### src/rtl/uart_rx_core.sv
// UART receiver core: synchronises the serial input, times bits with the shared
// baud_edge / uart_baud / sub-bit divider scheme, assembles 8N1 or 8+9th+1
// frames and reports the result with a data-valid pulse and sticky status flags.
module uart_rx_core #(
  parameter int SYNC_STAGES = 2,
  parameter int BAUD_W      = 16
) (
  input  logic              uart_clk,
  input  logic              sys_rstn,
  input  logic              uart_en,
  input  logic              baud_edge,
  input  logic [BAUD_W-1:0] uart_baud,
  input  logic              uart_div_sel,
  input  logic              uart_prty_en,
  input  logic              uart_rx,
  input  logic              rx_pnd_clr,
  output logic [7:0]        rxbuf,
  output logic              rx_9bit,
  output logic              rx_valid,
  output logic              rx_pnd,
  output logic              rx_ferr,
  output logic              rx_ovr,
  output logic              rx_busy
);

  typedef enum logic [2:0] {
    ST_IDLE  = 3'd0,
    ST_START = 3'd1,
    ST_DATA  = 3'd2,
    ST_NINTH = 3'd3,
    ST_STOP  = 3'd4
  } rx_state_e;

  rx_state_e              state_r;
  rx_state_e              state_nx_s;

  logic [SYNC_STAGES-1:0] sync_r;
  logic                   rx_s;
  logic                   rx_dly_r;
  logic [BAUD_W-1:0]      baud_cnt_r;
  logic [1:0]             sub_cnt_r;
  logic [2:0]             bit_idx_r;
  logic [7:0]             shift_r;
  logic                   ninth_r;

  logic [7:0]             rxbuf_r;
  logic                   rx_9bit_r;
  logic                   rx_valid_r;
  logic                   rx_pnd_r;
  logic                   rx_ferr_r;
  logic                   rx_ovr_r;
  logic                   rx_busy_r;

  logic                   samp_tick_s;
  logic [1:0]             smax_s;
  logic [1:0]             smid_s;
  logic                   mid_s;
  logic                   bit_end_s;
  logic                   fall_s;
  logic                   done_s;
  logic                   cnt_clr_s;

  // Timing decode: sample tick, mid-bit sample point and end-of-bit point.
  assign rx_s        = sync_r[SYNC_STAGES-1];
  assign samp_tick_s = baud_edge & (baud_cnt_r == uart_baud);
  assign smax_s      = uart_div_sel ? 2'd2 : 2'd3;
  assign smid_s      = uart_div_sel ? 2'd1 : 2'd2;
  assign mid_s       = samp_tick_s & (sub_cnt_r == smid_s);
  assign bit_end_s   = samp_tick_s & (sub_cnt_r == smax_s);
  assign fall_s      = rx_dly_r & ~rx_s;
  assign cnt_clr_s   = ~uart_en | (state_r == ST_IDLE);
  // A frame completes at the middle of the stop bit so back-to-back frames keep their start edge.
  assign done_s      = uart_en & (state_r == ST_STOP) & mid_s;

  // Input synchroniser chain plus one-cycle delayed copy for start-edge detection.
  always_ff @(posedge uart_clk or negedge sys_rstn) begin
    if (!sys_rstn) begin
      sync_r   <= {SYNC_STAGES{1'b1}};
      rx_dly_r <= 1'b1;
    end else begin
      sync_r   <= {sync_r[SYNC_STAGES-2:0], uart_rx};
      rx_dly_r <= rx_s;
    end
  end

  // Baud counter and sub-bit counter; both held at zero while idle or disabled.
  always_ff @(posedge uart_clk or negedge sys_rstn) begin
    if (!sys_rstn) begin
      baud_cnt_r <= {BAUD_W{1'b0}};
      sub_cnt_r  <= 2'd0;
    end else if (cnt_clr_s) begin
      baud_cnt_r <= {BAUD_W{1'b0}};
      sub_cnt_r  <= 2'd0;
    end else if (samp_tick_s) begin
      baud_cnt_r <= {BAUD_W{1'b0}};
      sub_cnt_r  <= bit_end_s ? 2'd0 : (sub_cnt_r + 2'd1);
    end else if (baud_edge) begin
      baud_cnt_r <= baud_cnt_r + {{(BAUD_W-1){1'b0}}, 1'b1};
    end
  end

  // Receive FSM state register.
  always_ff @(posedge uart_clk or negedge sys_rstn) begin
    if (!sys_rstn) begin
      state_r <= ST_IDLE;
    end else begin
      state_r <= state_nx_s;
    end
  end

  // Receive FSM next-state logic; disabling the receiver always forces IDLE.
  always_comb begin
    state_nx_s = state_r;
    if (!uart_en) begin
      state_nx_s = ST_IDLE;
    end else begin
      case (state_r)
        ST_IDLE: begin
          if (fall_s) begin
            state_nx_s = ST_START;
          end else begin
            state_nx_s = ST_IDLE;
          end
        end
        ST_START: begin
          if (mid_s && rx_s) begin
            state_nx_s = ST_IDLE;
          end else if (bit_end_s) begin
            state_nx_s = ST_DATA;
          end else begin
            state_nx_s = ST_START;
          end
        end
        ST_DATA: begin
          if (bit_end_s && (bit_idx_r == 3'd7)) begin
            state_nx_s = uart_prty_en ? ST_NINTH : ST_STOP;
          end else begin
            state_nx_s = ST_DATA;
          end
        end
        ST_NINTH: begin
          if (bit_end_s) begin
            state_nx_s = ST_STOP;
          end else begin
            state_nx_s = ST_NINTH;
          end
        end
        ST_STOP: begin
          if (mid_s) begin
            state_nx_s = ST_IDLE;
          end else begin
            state_nx_s = ST_STOP;
          end
        end
        default: begin
          state_nx_s = ST_IDLE;
        end
      endcase
    end
  end

  // Frame datapath: bit index, LSB-first data shift register and 9th-bit capture.
  always_ff @(posedge uart_clk or negedge sys_rstn) begin
    if (!sys_rstn) begin
      bit_idx_r <= 3'd0;
      shift_r   <= 8'd0;
      ninth_r   <= 1'b0;
    end else if (uart_en) begin
      case (state_r)
        ST_START: begin
          if (bit_end_s) begin
            bit_idx_r <= 3'd0;
            ninth_r   <= 1'b0;
          end
        end
        ST_DATA: begin
          if (mid_s) begin
            shift_r <= {rx_s, shift_r[7:1]};
          end
          if (bit_end_s) begin
            bit_idx_r <= bit_idx_r + 3'd1;
          end
        end
        ST_NINTH: begin
          if (mid_s) begin
            ninth_r <= rx_s;
          end
        end
        default: begin
          ninth_r <= ninth_r;
        end
      endcase
    end
  end

  // Result registers and sticky flags; a flag set in the same cycle as a clear wins.
  always_ff @(posedge uart_clk or negedge sys_rstn) begin
    if (!sys_rstn) begin
      rxbuf_r    <= 8'd0;
      rx_9bit_r  <= 1'b0;
      rx_valid_r <= 1'b0;
      rx_pnd_r   <= 1'b0;
      rx_ferr_r  <= 1'b0;
      rx_ovr_r   <= 1'b0;
      rx_busy_r  <= 1'b0;
    end else begin
      rx_valid_r <= done_s;
      rx_busy_r  <= (state_nx_s != ST_IDLE);
      if (done_s) begin
        rxbuf_r   <= shift_r;
        rx_9bit_r <= uart_prty_en & ninth_r;
      end
      if (done_s) begin
        rx_pnd_r <= 1'b1;
      end else if (rx_pnd_clr) begin
        rx_pnd_r <= 1'b0;
      end
      if (done_s && !rx_s) begin
        rx_ferr_r <= 1'b1;
      end else if (rx_pnd_clr) begin
        rx_ferr_r <= 1'b0;
      end
      if (done_s && rx_pnd_r && !rx_pnd_clr) begin
        rx_ovr_r <= 1'b1;
      end else if (rx_pnd_clr) begin
        rx_ovr_r <= 1'b0;
      end
    end
  end

  assign rxbuf    = rxbuf_r;
  assign rx_9bit  = rx_9bit_r;
  assign rx_valid = rx_valid_r;
  assign rx_pnd   = rx_pnd_r;
  assign rx_ferr  = rx_ferr_r;
  assign rx_ovr   = rx_ovr_r;
  assign rx_busy  = rx_busy_r;

endmodule
### config.mk
export PLATFORM = sky130hd
export DESIGN_NAME = uart_rx_core
export DESIGN_NICKNAME = d
export VERILOG_FILES = /design/src/rtl/uart_rx_core.sv
export SDC_FILE = /design/constraint.sdc
export NUM_CORES = 1
export LEC_CHECK = 0
export BUFFER_PORTS_ARGS = -buffer_cell sky130_fd_sc_hd__buf_2
export CAP_MARGIN = 20
export CORE_MARGIN = 1.5
export CORE_UTILIZATION = 50
export DETAILED_ROUTE_END_ITERATION = 8
export PLACE_DENSITY = 0.71
export SLEW_MARGIN = 10
export SYNTH_ARGS = -nofsm -noshare
export SYNTH_HDL_FRONTEND = slang
export SYNTH_SLANG_ARGS = --single-unit
### constraint.sdc
create_clock -name uart_clk -period 4.5 [get_ports uart_clk]
set_input_delay 0.45 -clock uart_clk [delete_from_list [all_inputs] [get_ports uart_clk]]
set_output_delay 0.45 -clock uart_clk [all_outputs]
set_load 0.01 [all_outputs]
# Yosys cells after proc, flatten, opt, wreduce, memory -nomap -nowiden
# Cells that the tools add are included.
[op_classes]
bitwise_logic = 10
mul = 0
div_mod_pow = 0
n_reduce_logical = 19
magnitude_cmp = 0
muxes = 27
n_shift = 0
n_addsub = 3
n_eq_ne = 11
[op_table]
columns = ["operator", "n"]
rows = [
  ["$mux W16", 3],
  ["$mux W3", 7],
  ["$add A16 B1 Y16 const B", 1],
  ["$eq A16 B16 Y1", 1],
  ["$pmux W3 S5", 1],
  ["$mux W2", 6],
  ["$reduce_bool A2 Y1", 6],
  ["$mux W1", 8],
  ["$reduce_and A4 Y1", 2],
  ["$and A1 B1 Y1", 7],
  ["$eq A3 B2 Y1 const B", 2],
  ["$eq A3 B3 Y1 const B", 2],
  ["$ne A2 B2 Y1 const B", 3],
  ["$pmux W3 S2", 1],
  ["$reduce_bool A3 Y1", 2],
  ["$logic_and A1 B1 Y1", 5],
  ["$eq A2 B2 Y1", 2],
  ["$add A3 B1 Y3 const B", 1],
  ["$eq A3 B1 Y1 const B", 1],
  ["$logic_not A3 Y1", 1],
  ["$reduce_and A3 Y1", 1],
  ["$add A2 B1 Y2 const B", 1],
  ["$logic_not A1 Y1", 2],
  ["$not A1 Y1", 2],
  ["other kinds (2)", 2],
]
[word_totals]
inputBits = 24
romBits = 0
ff_bits = 50
memories = 0
output_inout_bits = 14
latch_bits = 0
ram_bits = 0

# Depth between registers and ports, before layout
# Gate-level depths: netlist of run 1.
[depth]
ltp_word = 8
mapped_depth = 8
ltp_nobuf = 8

# Least setup slack after synthesis of run 1
# Ideal clock, no wire load.
[synth_timing]
path_kind = "input-to-reg"
start = "input port uart_baud[10]"
end = "register shift_r[0]"
n_path_buf = 0
t_arrival_ps = 2044
setup_time_ps = 125
path_stages = 6
slack_ps = 2331
required_time_ps = 4375
path_cell_list = "xnor2_1 nand4_2 nor3_4 nand2_4 nor4_4 mux2_2"
[synth_between]
elab_chain_len = 4
[synth_rtl]
columns = ["item", "line", "rtl"]
rows = [
  ["from (decl)", "12", "input logic [BAUD_W-1:0] uart_baud,"],
  ["$eq A16 B16 Y1", "65", "assign samp_tick_s = baud_edge & (baud_cnt_r == uart_baud);"],
  ["$and A1 B1 Y1", "65", ""],
  ["$and A1 B1 Y1", "68", "assign mid_s = samp_tick_s & (sub_cnt_r == smid_s);"],
  ["$reduce_and A3 Y1 (no line)", "n/a", ""],
  ["to (signal assigned)", "178", "shift_r <= {rx_s, shift_r[7:1]};"],
  ["to (decl)", "43", "logic [7:0] shift_r;"],
]
# Every way passes these cells.
# A chain may end at the register's enable or synchronous reset.

# Worst setup path after layout of run 1
[layout_timing]
start = "register baud_cnt_r[4]"
end = "register rxbuf_r[3] (netlist: rxbuf[3])"
[layout_between]
elab_chain_len = 4
[layout_rtl]
columns = ["item", "line", "rtl"]
rows = [
  ["from (decl)", "40", "logic [BAUD_W-1:0] baud_cnt_r;"],
  ["from (signal assigned)", "89", "baud_cnt_r <= {BAUD_W{1'b0}};"],
  ["from (signal assigned)", "92", "baud_cnt_r <= {BAUD_W{1'b0}};"],
  ["from (signal assigned)", "95", "baud_cnt_r <= {BAUD_W{1'b0}};"],
  ["$eq A16 B16 Y1", "65", ""],
  ["$and A1 B1 Y1", "65", ""],
  ["$and A1 B1 Y1", "68", ""],
  ["$and A1 B1 Y1", "73", "assign done_s = uart_en & (state_r == ST_STOP) & mid_s;"],
  ["to (signal assigned)", "210", "rxbuf_r <= shift_r;"],
  ["to (decl)", "46", "logic [7:0] rxbuf_r;"],
]
# Every way passes these cells.

==> out/results.ini, run 1 <==
[cells_and_area]
drive_gt1_frac=0.256
num_antenna_cells=0
num-nets-final=311
area_delta_synth_final_pct=13.1

[worst_setup_path]
rr_endpoint=rxbuf[3]$_DFFE_PN0P_
worstPathArrival_ps=2850
rr_worst_depth=6
cp-end-kind=flop
required_ps=4700
r2r_setup_slack_ps=1850
worstSetupPathType=reg2reg
critPathMaxFanout=12
cp-start-kind=flop
r2r-start=baud_cnt_r[4]$_DFFE_PN0P_

[sta]
hold_viol=0
layout_setup_ws_ps=1850
period_needed_ps=2650
min_period_over_period=0.588
slew_violations=0
worst_pin_slew_ps=861
rsz0062_at_grt=no
max_freq_ghz=0.378
finalSetupTns_ps=0
holdWs_ps=134
max_slew_margin=0.423
setup_violations=0
skew_ps=11.7

[route]
drt_first_pass_iters=4
routed_via_density=5.42
ant_nets=0
vias=1908
dr.max_layer_used=met4
wl_met2_um=2350
met1_length_um=2410
wl_met3_um=190
drc=0
wirelength_um=5010
wl_per_cell_um=14.2
drt-initial-drc-count=101

[clock_tree]
cts_hold_buf=0
numCtsBuffers=5
cts_setup_buffers=0
clk_pin_slew_worst_paths_ps=100
numClockSinks=50
cts-root-buf=clkbuf_8
htree_levels=2
cts_max_path_buffers=2
post_cts_resize_count=0
tritoncts=done
clock_latency_ps=310

[flow_run]
cap_violations=0

[die]
die_y_um=74.7
ios=38
core_um2=4850
dieArea_um2=5580
start_util=0.530
rows=25
dieWidth_um=74.7

[logic_synthesis]
yosysWarnings=0
seq_area_frac_synth=0.488
synth-edff-count=0
yosys.area.top_type=dfrtp_1
netlist_area_um2=2570
synth_seq_cells=50
yosysTopAreaCellShare=0.457
synth_flop_cell=dfrtp_1
async_flop_share=1.00
syn_area_per_cell_um2=10.4
ys_types=50
synth_fp_nets=274
synth_area_leaders=dfrtp_1, xnor2_1, mux2_2
synth_cells=247

[run_status]
status=completed

[global_route]
grt_pass1_vias=1796
grt_max_degree=51
grt_pass1_wl_um=8380
grtUsageTotal=0.200
grt_overflow=0
antenna_found_initial=0

[placed_design]
post-place-ws_ps=1740
port_buffers=37
hpwl_um=3540
place_congestion=0.897

[worst_hold_path]
hold_path.class=in2async

[pwr]
power_density_nw_per_um2=270
vdd.ir_drop.worst_uv=210
leakage_nw=1.34

## layout by cell type (no fill, tap or decap), types with 4 or more instances in the layout
| master | synthesis | final |
|---|---|---|
| mux2_2 | 16 | 16 |
| nand3_1 | 11 | 11 |
| clkbuf_8 | 0 | 5 |
| nand2_1 | 19 | 19 |
| xor2_1 | 10 | 10 |
| o21ai_0 | 6 | 6 |
| nor3_1 | 6 | 6 |
| dfrtp_1 | 47 | 47 |
| nor2_1 | 23 | 23 |
| xnor2_1 | 21 | 21 |
| inv_1 | 10 | 10 |
| and3_1 | 4 | 4 |
| a21oi_1 | 9 | 9 |
| buf_2 | 0 | 36 |
| nand2b_1 | 5 | 5 |
| nand4_1 | 6 | 6 |
## logic make-up after synthesis
| kind of cell | Yosys count | synth area share |
|---|---|---|
| flops | 50 | 0.488 |
| mux | 17 | 0.0740 |
| xor+xnor | 31 | 0.106 |
| fa+ha+maj | 3 | 0.0146 |
| compound gates | 33 | 0.0837 |
| simple gates | 96 | 0.208 |
| buf+inv | 17 | 0.0263 |
## state kept, by name (all words and copies together), names as in the netlist, 2 cells and up
signal / flops
shift_r: 8
bit_idx_r: 3
baud_cnt_r: 16
rxbuf: 8
sync_r: 2
sub_cnt_r: 2
state_r: 3
## critical path, stage by stage (launching register included)
cell,delay (ps)
dfrtp_1,440
xnor2_1,220
nand3_1,180
nor3_4,380
nand2_4,150
nor3_2,740
mux2_2,410
## metrics by stage
stage | instance area [µm²] | util | instances | total power [mW]
after floorplan | 2570 | - | 247 | 0.486
after global placement | 2810 | 0.580 | 344 | 0.513
after detailed placement | 2810 | 0.580 | 344 | 0.513
after CTS | 2910 | 0.599 | 352 | 0.799
after global routing | 2910 | 0.600 | 352 | 0.821
final | 2910 | 0.600 | 352 | 0.784
## routing by layer
| layer | track usage | vias up |
|---|---|---|
| li1 | - | 938 |
| met1 | 0.271 | 915 |
| met2 | 0.327 | 48 |
| met3 | 0.0375 | 7 |
| met4 | 0.0667 | 0 |
| met5 | 0 | - |
## worst max path at each step
stage | start | endpoint | slack [ps] | depth (start not counted)
6_report | baud_cnt_r[4]$_DFFE_PN0P_ | rxbuf[3]$_DFFE_PN0P_ | 1850 | 6
5_1_grt | baud_cnt_r[4]$_DFFE_PN0P_ | rxbuf[7]$_DFFE_PN0P_ | 1650 | 6
4_1_cts | baud_cnt_r[4]$_DFFE_PN0P_ | rxbuf[6]$_DFFE_PN0P_ | 1820 | 6
3_5_place_dp | uart_baud[10] | rxbuf[3]$_DFFE_PN0P_ | 1740 | 7
3_3_place_gp | uart_baud[4] | rxbuf[4]$_DFFE_PN0P_ | 1800 | 7
2_1_floorplan | uart_baud[10] | shift_r[0]$_DFFE_PN0P_ | 2330 | 6
## area by class of cell
type | count | area (µm²)
clock buffers | 5 | 68.8
clock inverters | 3 | 26.3
fillers | 426 | 1940
inverters | 10 | 37.5
multi-input cells | 180 | 1250
flip-flops and latches | 50 | 1250
well taps | 67 | 83.8
repair buffers | 37 | 188
## Yosys cell counts (2+ instances only)
library cell,n
dfrtp_1,47
nor2_1,23
xnor2_1,21
nand2_1,19
mux2_2,16
nand3_1,11
inv_1,10
xor2_1,10
a21oi_1,9
clkbuf_1,6
nand4_1,6
nor3_1,6
o21ai_0,6
nand2b_1,5
and3_1,4
a31oi_1,3
dfstp_2,3
ha_1,3
nor4_1,3
o21bai_1,3
and3b_1,2
nor2b_1,2
o21a_1,2
## power breakdown
group	internal, mW	total [mW]	switching (mW)
combinational	0.0186	0.0477	0.0291
sequential	0.453	0.457	0.00392
clock	0.116	0.280	0.164
total	0.587	0.784	0.197
(Power assumes the default switching activity.)
==> run 2: changes to the inputs <==
--- a/config.mk
+++ b/config.mk
@@ -10,7 +10,7 @@
 export CORE_MARGIN = 1.5
 export CORE_UTILIZATION = 50
 export DETAILED_ROUTE_END_ITERATION = 8
-export PLACE_DENSITY = 0.71
+export PLACE_DENSITY = 0.74
 export SLEW_MARGIN = 10
 export SYNTH_ARGS = -nofsm -noshare
 export SYNTH_HDL_FRONTEND = slang
==> constraint.sdc (replaced) <==
create_clock -name uart_clk -period 2.13 [get_ports uart_clk]
set_input_delay 0.213 -clock uart_clk [delete_from_list [all_inputs] [get_ports uart_clk]]
set_output_delay 0.213 -clock uart_clk [all_outputs]
set_load 0.01 [all_outputs]
==> out/results.ini, run 2 (synthesis results as in run 1) <==
[worst_setup_path]
rr_endpoint=shift_r[7]$_DFFE_PN0P_  ; was rxbuf[3]$_DFFE_PN0P_
r2r_setup_slack_ps=120  ; was 1850 ps
cp-end-kind=flop  ; unchanged
rr_worst_depth=7  ; was 6
worstPathArrival_ps=2200  ; was 2850 ps
cp-start-kind=flop  ; unchanged
required_ps=2320  ; was 4700 ps
critPathMaxFanout=8  ; was 12
worstSetupPathType=reg2reg  ; unchanged
r2r-start=baud_cnt_r[3]$_DFFE_PN0P_  ; was baud_cnt_r[4]$_DFFE_PN0P_

[die]
start_util=0.530  ; unchanged
dieWidth_um=74.7  ; unchanged
ios=38  ; unchanged
rows=25  ; unchanged
dieArea_um2=5580  ; unchanged
core_um2=4850  ; unchanged
die_y_um=74.7  ; unchanged

[clock_tree]
clk_pin_slew_worst_paths_ps=100  ; about the same
clock_latency_ps=310  ; about the same
htree_levels=2  ; unchanged
cts_max_path_buffers=2  ; unchanged
numCtsBuffers=5  ; unchanged
numClockSinks=50  ; unchanged
cts-root-buf=clkbuf_8  ; unchanged
tritoncts=done  ; unchanged

[pwr]
power_density_nw_per_um2=535  ; was 270 nW/µm²
finalPower_mw=1.66  ; was 0.784 mW
vdd.ir_drop.worst_uv=372  ; was 210 µV
leakage_nw=1.47  ; was 1.34 nW

[sta]
holdWs_ps=175  ; was 134 ps
max_freq_ghz=0.497  ; was 0.378 GHz
rsz0062_at_grt=no  ; unchanged
max_slew_margin=0.671  ; was 0.423
worst_pin_slew_ps=493  ; was 861 ps
slew_violations=0  ; unchanged
setup_violations=0  ; unchanged
finalSetupTns_ps=0  ; unchanged
hold_viol=0  ; unchanged
min_period_over_period=0.945  ; was 0.588
skew_ps=10.7  ; was 11.7 ps
period_needed_ps=2010  ; was 2650 ps

[run_status]
status=completed  ; unchanged

[worst_hold_path]
hold_start=rx_pnd_clr
hold_path.class=in2reg  ; was in2async
whs_endpoint=rx_ovr$_DFFE_PN0P_
whs_path_depth=3

[route]
drt-initial-drc-count=105  ; was 101
wirelength_um=5290  ; was 5010 µm
ant_nets=0  ; unchanged
drt_first_pass_iters=5  ; was 4
routed_via_density=5.24  ; was 5.42
vias=1955  ; was 1908
drc=0  ; unchanged
wl_per_cell_um=14.2  ; about the same

[global_route]
grt_pass1_vias=1998  ; was 1796
grt_max_degree=24  ; was 51
grt_pass1_wl_um=9050  ; was 8380 µm
grt_overflow=0  ; unchanged
grt-busiest-layer=met2  ; unchanged
antenna_found_initial=0  ; unchanged
use_met1=0.285  ; was 0.271
met3_usage=0.0415  ; was 0.0375
met2_usage=0.353  ; was 0.327
grtUsageTotal=0.212  ; was 0.200

[placed_design]
hpwl_um=3920  ; was 3540 µm
placed_area_um2=2940  ; was 2810 µm²
port_buffers=37  ; unchanged
place_congestion=0.842  ; was 0.897

[cells_and_area]
num-nets-final=332  ; was 311
layout_common_cells=dfrtp_1, buf_2, nor2_1, xnor2_1, nand2_1  ; unchanged
multiInputGateArea_um2=1260  ; was 1250 µm²
largest_reg_flops=16  ; unchanged
fillers=416  ; was 426
regMostFlops=baud_cnt_r  ; unchanged
num_antenna_cells=0  ; unchanged
finalInstanceArea_um2=3100  ; was 2910 µm²
layout_commonest_cell=dfrtp_1  ; unchanged
drive_gt1_frac=0.310  ; was 0.256
area_delta_synth_final_pct=20.6  ; was 13.1%
regArea_um2=1260  ; was 1250 µm²

[flow_run]
cap_violations=0  ; unchanged

-- run 2: worst max-delay path, cell delays in order, from the launching register on --
cell and delay, ps:
dfrtp_1 420, xnor2_2 180, nand4_1 240, nor3_4 280, nand2_4 110, nor4_4 160
buf_6 170, mux2_2 340
-- run 2: cell type report --
class / count / share of cell area
clock buffers: 5 / 0.0222
clock inverters: 3 / 0.00847
inverters: 10 / 0.0121
well taps: 67 / 0.0270
multi-input cells: 180 / 0.408
repair buffers: 58 / 0.117
flip-flops and latches: 50 / 0.405
-- run 2: how the worst max path moves through the flow --
stage / to / cells past startpoint / start
2_1_floorplan: rxbuf[1]$_DFFE_PN0P_ / 7 / baud_cnt_r[7]$_DFFE_PN0P_
3_3_place_gp: rx_busy$_DFF_PN0_ / 7 / baud_cnt_r[10]$_DFFE_PN0P_
3_5_place_dp: rx_busy$_DFF_PN0_ / 7 / baud_cnt_r[10]$_DFFE_PN0P_
4_1_cts: rxbuf[1]$_DFFE_PN0P_ / 7 / baud_cnt_r[10]$_DFFE_PN0P_
5_1_grt: shift_r[7]$_DFFE_PN0P_ / 7 / baud_cnt_r[14]$_DFFE_PN0P_
6_report: shift_r[7]$_DFFE_PN0P_ / 7 / baud_cnt_r[3]$_DFFE_PN0P_
-- run 2: stage by stage --
step	util	setup WS, ps	instances
finish	0.639	118	373
global route	0.639	2.46	373
CTS	0.630	30.8	369
detailed placement	0.605	-6.22	359
global placement	0.605	63.8	359
floorplan	-	52.0	247
-- run 2: where the power goes --
group	total (mW)	internal, mW	switching (mW)
sequential	0.960	0.957	0.00349
combinational	0.117	0.0476	0.0695
clock	0.581	0.242	0.339
-- run 2: layer usage --
metal	vias to the layer above	routed length, µm
met5	-	0
met2	54	2530
met1	917	2440
met3	5	271
li1	979	-
met4	0	44
-- run 2: timing repair --
action,CTS,global route
hold buffers,2,0
pin swaps,0,4
endpoints found under the hold margin,22,0
setup buffers,0,4
gates resized for setup,2,4
setup endpoints to repair,5,21
==> run 3: changes to the inputs <==
--- a/config.mk
+++ b/config.mk
@@ -10,7 +10,7 @@
 export CORE_MARGIN = 1.5
 export CORE_UTILIZATION = 50
 export DETAILED_ROUTE_END_ITERATION = 8
-export PLACE_DENSITY = 0.74
+export PLACE_DENSITY_LB_ADDON = 0.2
 export SLEW_MARGIN = 10
 export SYNTH_ARGS = -nofsm -noshare
 export SYNTH_HDL_FRONTEND = slang
==> constraint.sdc (replaced) <==
create_clock -name uart_clk -period 2.13 [get_ports uart_clk]
set_input_delay 0.426 -clock uart_clk [delete_from_list [all_inputs] [get_ports uart_clk]]
set_output_delay 0.426 -clock uart_clk [all_outputs]
set_load 0.01 [all_outputs]
==> out/results.ini, run 3 (synthesis results as in run 1) <==
[run_status]
status=completed  ; unchanged

[cells_and_area]
largest_reg_flops=16  ; unchanged
num_antenna_cells=0  ; unchanged
drive_gt1_frac=0.331  ; was 0.310
finalCoreUtilization=0.647  ; was 0.639
num-nets-final=334  ; was 332
area_delta_synth_final_pct=22.0  ; was 20.6%
final_cells=375  ; was 373
regMostFlops=baud_cnt_r  ; unchanged
layout_common_cells=dfrtp_1, buf_2, nor2_1, buf_4, nand2_1  ; was dfrtp_1, buf_2, nor2_1, xnor2_1, nand2_1
layout_commonest_cell=dfrtp_1  ; unchanged

[pwr]
swShare=0.254  ; was 0.248
p_clk_frac=0.356  ; was 0.350
leakage_nw=1.49  ; was 1.47 nW
vdd.ir_drop.worst_uv=397  ; was 372 µV
p_sw_mw=0.426  ; was 0.412 mW
power_density_nw_per_um2=536  ; was 535 nW/µm²
seq_power_share=0.572  ; was 0.579
finalPower_mw=1.68  ; was 1.66 mW
internal_power_mw=1.25  ; about the same
comb_power_share=0.072  ; was 0.071

[global_route]
grt_pass1_wl_um=8520  ; was 9050 µm
antenna_found_initial=0  ; unchanged
grt_overflow=0  ; unchanged
grt_max_degree=51  ; was 24
grt_pass1_vias=1901  ; was 1998
grtUsageTotal=0.203  ; was 0.212

[worst_setup_path]
worstPathArrival_ps=2240  ; was 2200 ps
rr_endpoint=rxbuf[7]$_DFFE_PN0P_  ; was shift_r[7]$_DFFE_PN0P_
r2r-start=baud_cnt_r[7]$_DFFE_PN0P_  ; was baud_cnt_r[3]$_DFFE_PN0P_
cp-start-kind=flop  ; unchanged
worstSetupPathType=reg2reg  ; unchanged
required_ps=2340  ; was 2320 ps
critPathMaxFanout=10  ; was 8
r2r_setup_slack_ps=100  ; was 120 ps
rr_worst_depth=7  ; unchanged
cp-end-kind=flop  ; unchanged

[worst_hold_path]
hold_path.class=in2async  ; was in2reg

[route]
met1_length_um=2450  ; was 2440 µm
wl_met2_um=2520  ; was 2530 µm
drt-initial-drc-count=102  ; was 105
drc=0  ; unchanged
routed_via_density=5.28  ; was 5.24
drt_first_pass_iters=4  ; was 5
ant_nets=0  ; unchanged
wl_per_cell_um=13.9  ; was 14.2 µm
wirelength_um=5220  ; was 5290 µm
wl_met3_um=191  ; was 271 µm
vias=1981  ; was 1955
dr.max_layer_used=met4  ; unchanged

[sta]
min_period_over_period=0.954  ; was 0.945
max_slew_margin=0.581  ; was 0.671
skew_ps=7.13  ; was 10.7 ps
period_needed_ps=2030  ; was 2010 ps
holdWs_ps=195  ; was 175 ps
setup_violations=0  ; unchanged
slew_violations=0  ; unchanged
max_freq_ghz=0.492  ; was 0.497 GHz
hold_viol=0  ; unchanged
finalSetupTns_ps=0  ; unchanged
worst_pin_slew_ps=629  ; was 493 ps

[flow_run]
cap_violations=0  ; unchanged

[clock_tree]
clk_pin_slew_worst_paths_ps=100  ; about the same
tritoncts=done  ; unchanged
clock_latency_ps=320  ; was 310 ps
cts_max_path_buffers=2  ; unchanged
numClockSinks=50  ; unchanged
cts_hold_buf=0  ; was 2
cts-root-buf=clkbuf_8  ; unchanged
numCtsBuffers=5  ; unchanged
htree_levels=2  ; unchanged

[placed_design]
port_buffers=37  ; unchanged
hpwl_um=3800  ; was 3920 µm
dp.cells=365  ; was 359
place_congestion=0.874  ; was 0.842

[die]
rows=25  ; unchanged
dieArea_um2=5580  ; unchanged
die_y_um=74.7  ; unchanged
dieWidth_um=74.7  ; unchanged
ios=38  ; unchanged
start_util=0.530  ; unchanged
core_um2=4850  ; unchanged

==> run 3: repair_timing <==
action	4_1_cts	5_1_grt
resized for setup	0	8
setup buffers	0	2
endpoints found under the setup margin	0	17
==> run 3: through the flow <==
stage | worst slack (ps) | area, µm²
global placement | 0.438 | 2980
detailed placement | -41.3 | 2980
finish | 97.9 | 3140
floorplan | 43.2 | 2570
CTS | 70.3 | 3080
global route | -35.6 | 3140
==> run 3: power groups by stage <==
stage	logic, mW	clock network, mW	registers [mW]
2_1_floorplan	0.0483	0	0.979
3_3_place_gp	0.115	0	0.979
3_5_place_dp	0.116	0	0.979
4_1_cts	0.117	0.615	0.961
5_1_grt	0.136	0.649	0.962
6_report	0.121	0.598	0.961
==> run 3: worst max path at each step <==
| stage | from | to | depth (start not counted) | slack [ps] |
|---|---|---|---|---|
| after floorplan | uart_baud[10] | rxbuf[1]$_DFFE_PN0P_ | 7 | 40 |
| after global placement | uart_baud[10] | rxbuf[3]$_DFFE_PN0P_ | 8 | 0.4 |
| after detailed placement | uart_baud[10] | rxbuf[4]$_DFFE_PN0P_ | 8 | -40 |
| after CTS | baud_cnt_r[4]$_DFFE_PN0P_ | rxbuf[7]$_DFFE_PN0P_ | 7 | 70 |
| after global routing | baud_cnt_r[7]$_DFFE_PN0P_ | rxbuf[7]$_DFFE_PN0P_ | 7 | -40 |
| final | baud_cnt_r[7]$_DFFE_PN0P_ | rxbuf[7]$_DFFE_PN0P_ | 7 | 100 |
==> run 3: final cells by class <==
| class | count | area [µm²] |
|---|---|---|
| clock buffers | 5 | 68.8 |
| inverters | 10 | 37.5 |
| well taps | 67 | 83.8 |
| clock inverters | 3 | 28.8 |
| repair buffers | 60 | 374 |
| fillers | 404 | 1710 |
| flip-flops and latches | 50 | 1260 |
| multi-input cells | 180 | 1290 |
==> run 3: critical path, cell delays in order (launching register included) <==
cell	delay, ps
dfrtp_1	430
xnor2_2	190
nand4_2	180
nor3_4	310
nand2_4	120
nor3_4	190
buf_6	170
mux2_2	330
==> run 3: routing by layer <==
metal	vias to the layer above	track usage
met2	44	0.335
met5	-	0
li1	979	-
met1	952	0.263
met3	6	0.0482
met4	0	0.0667
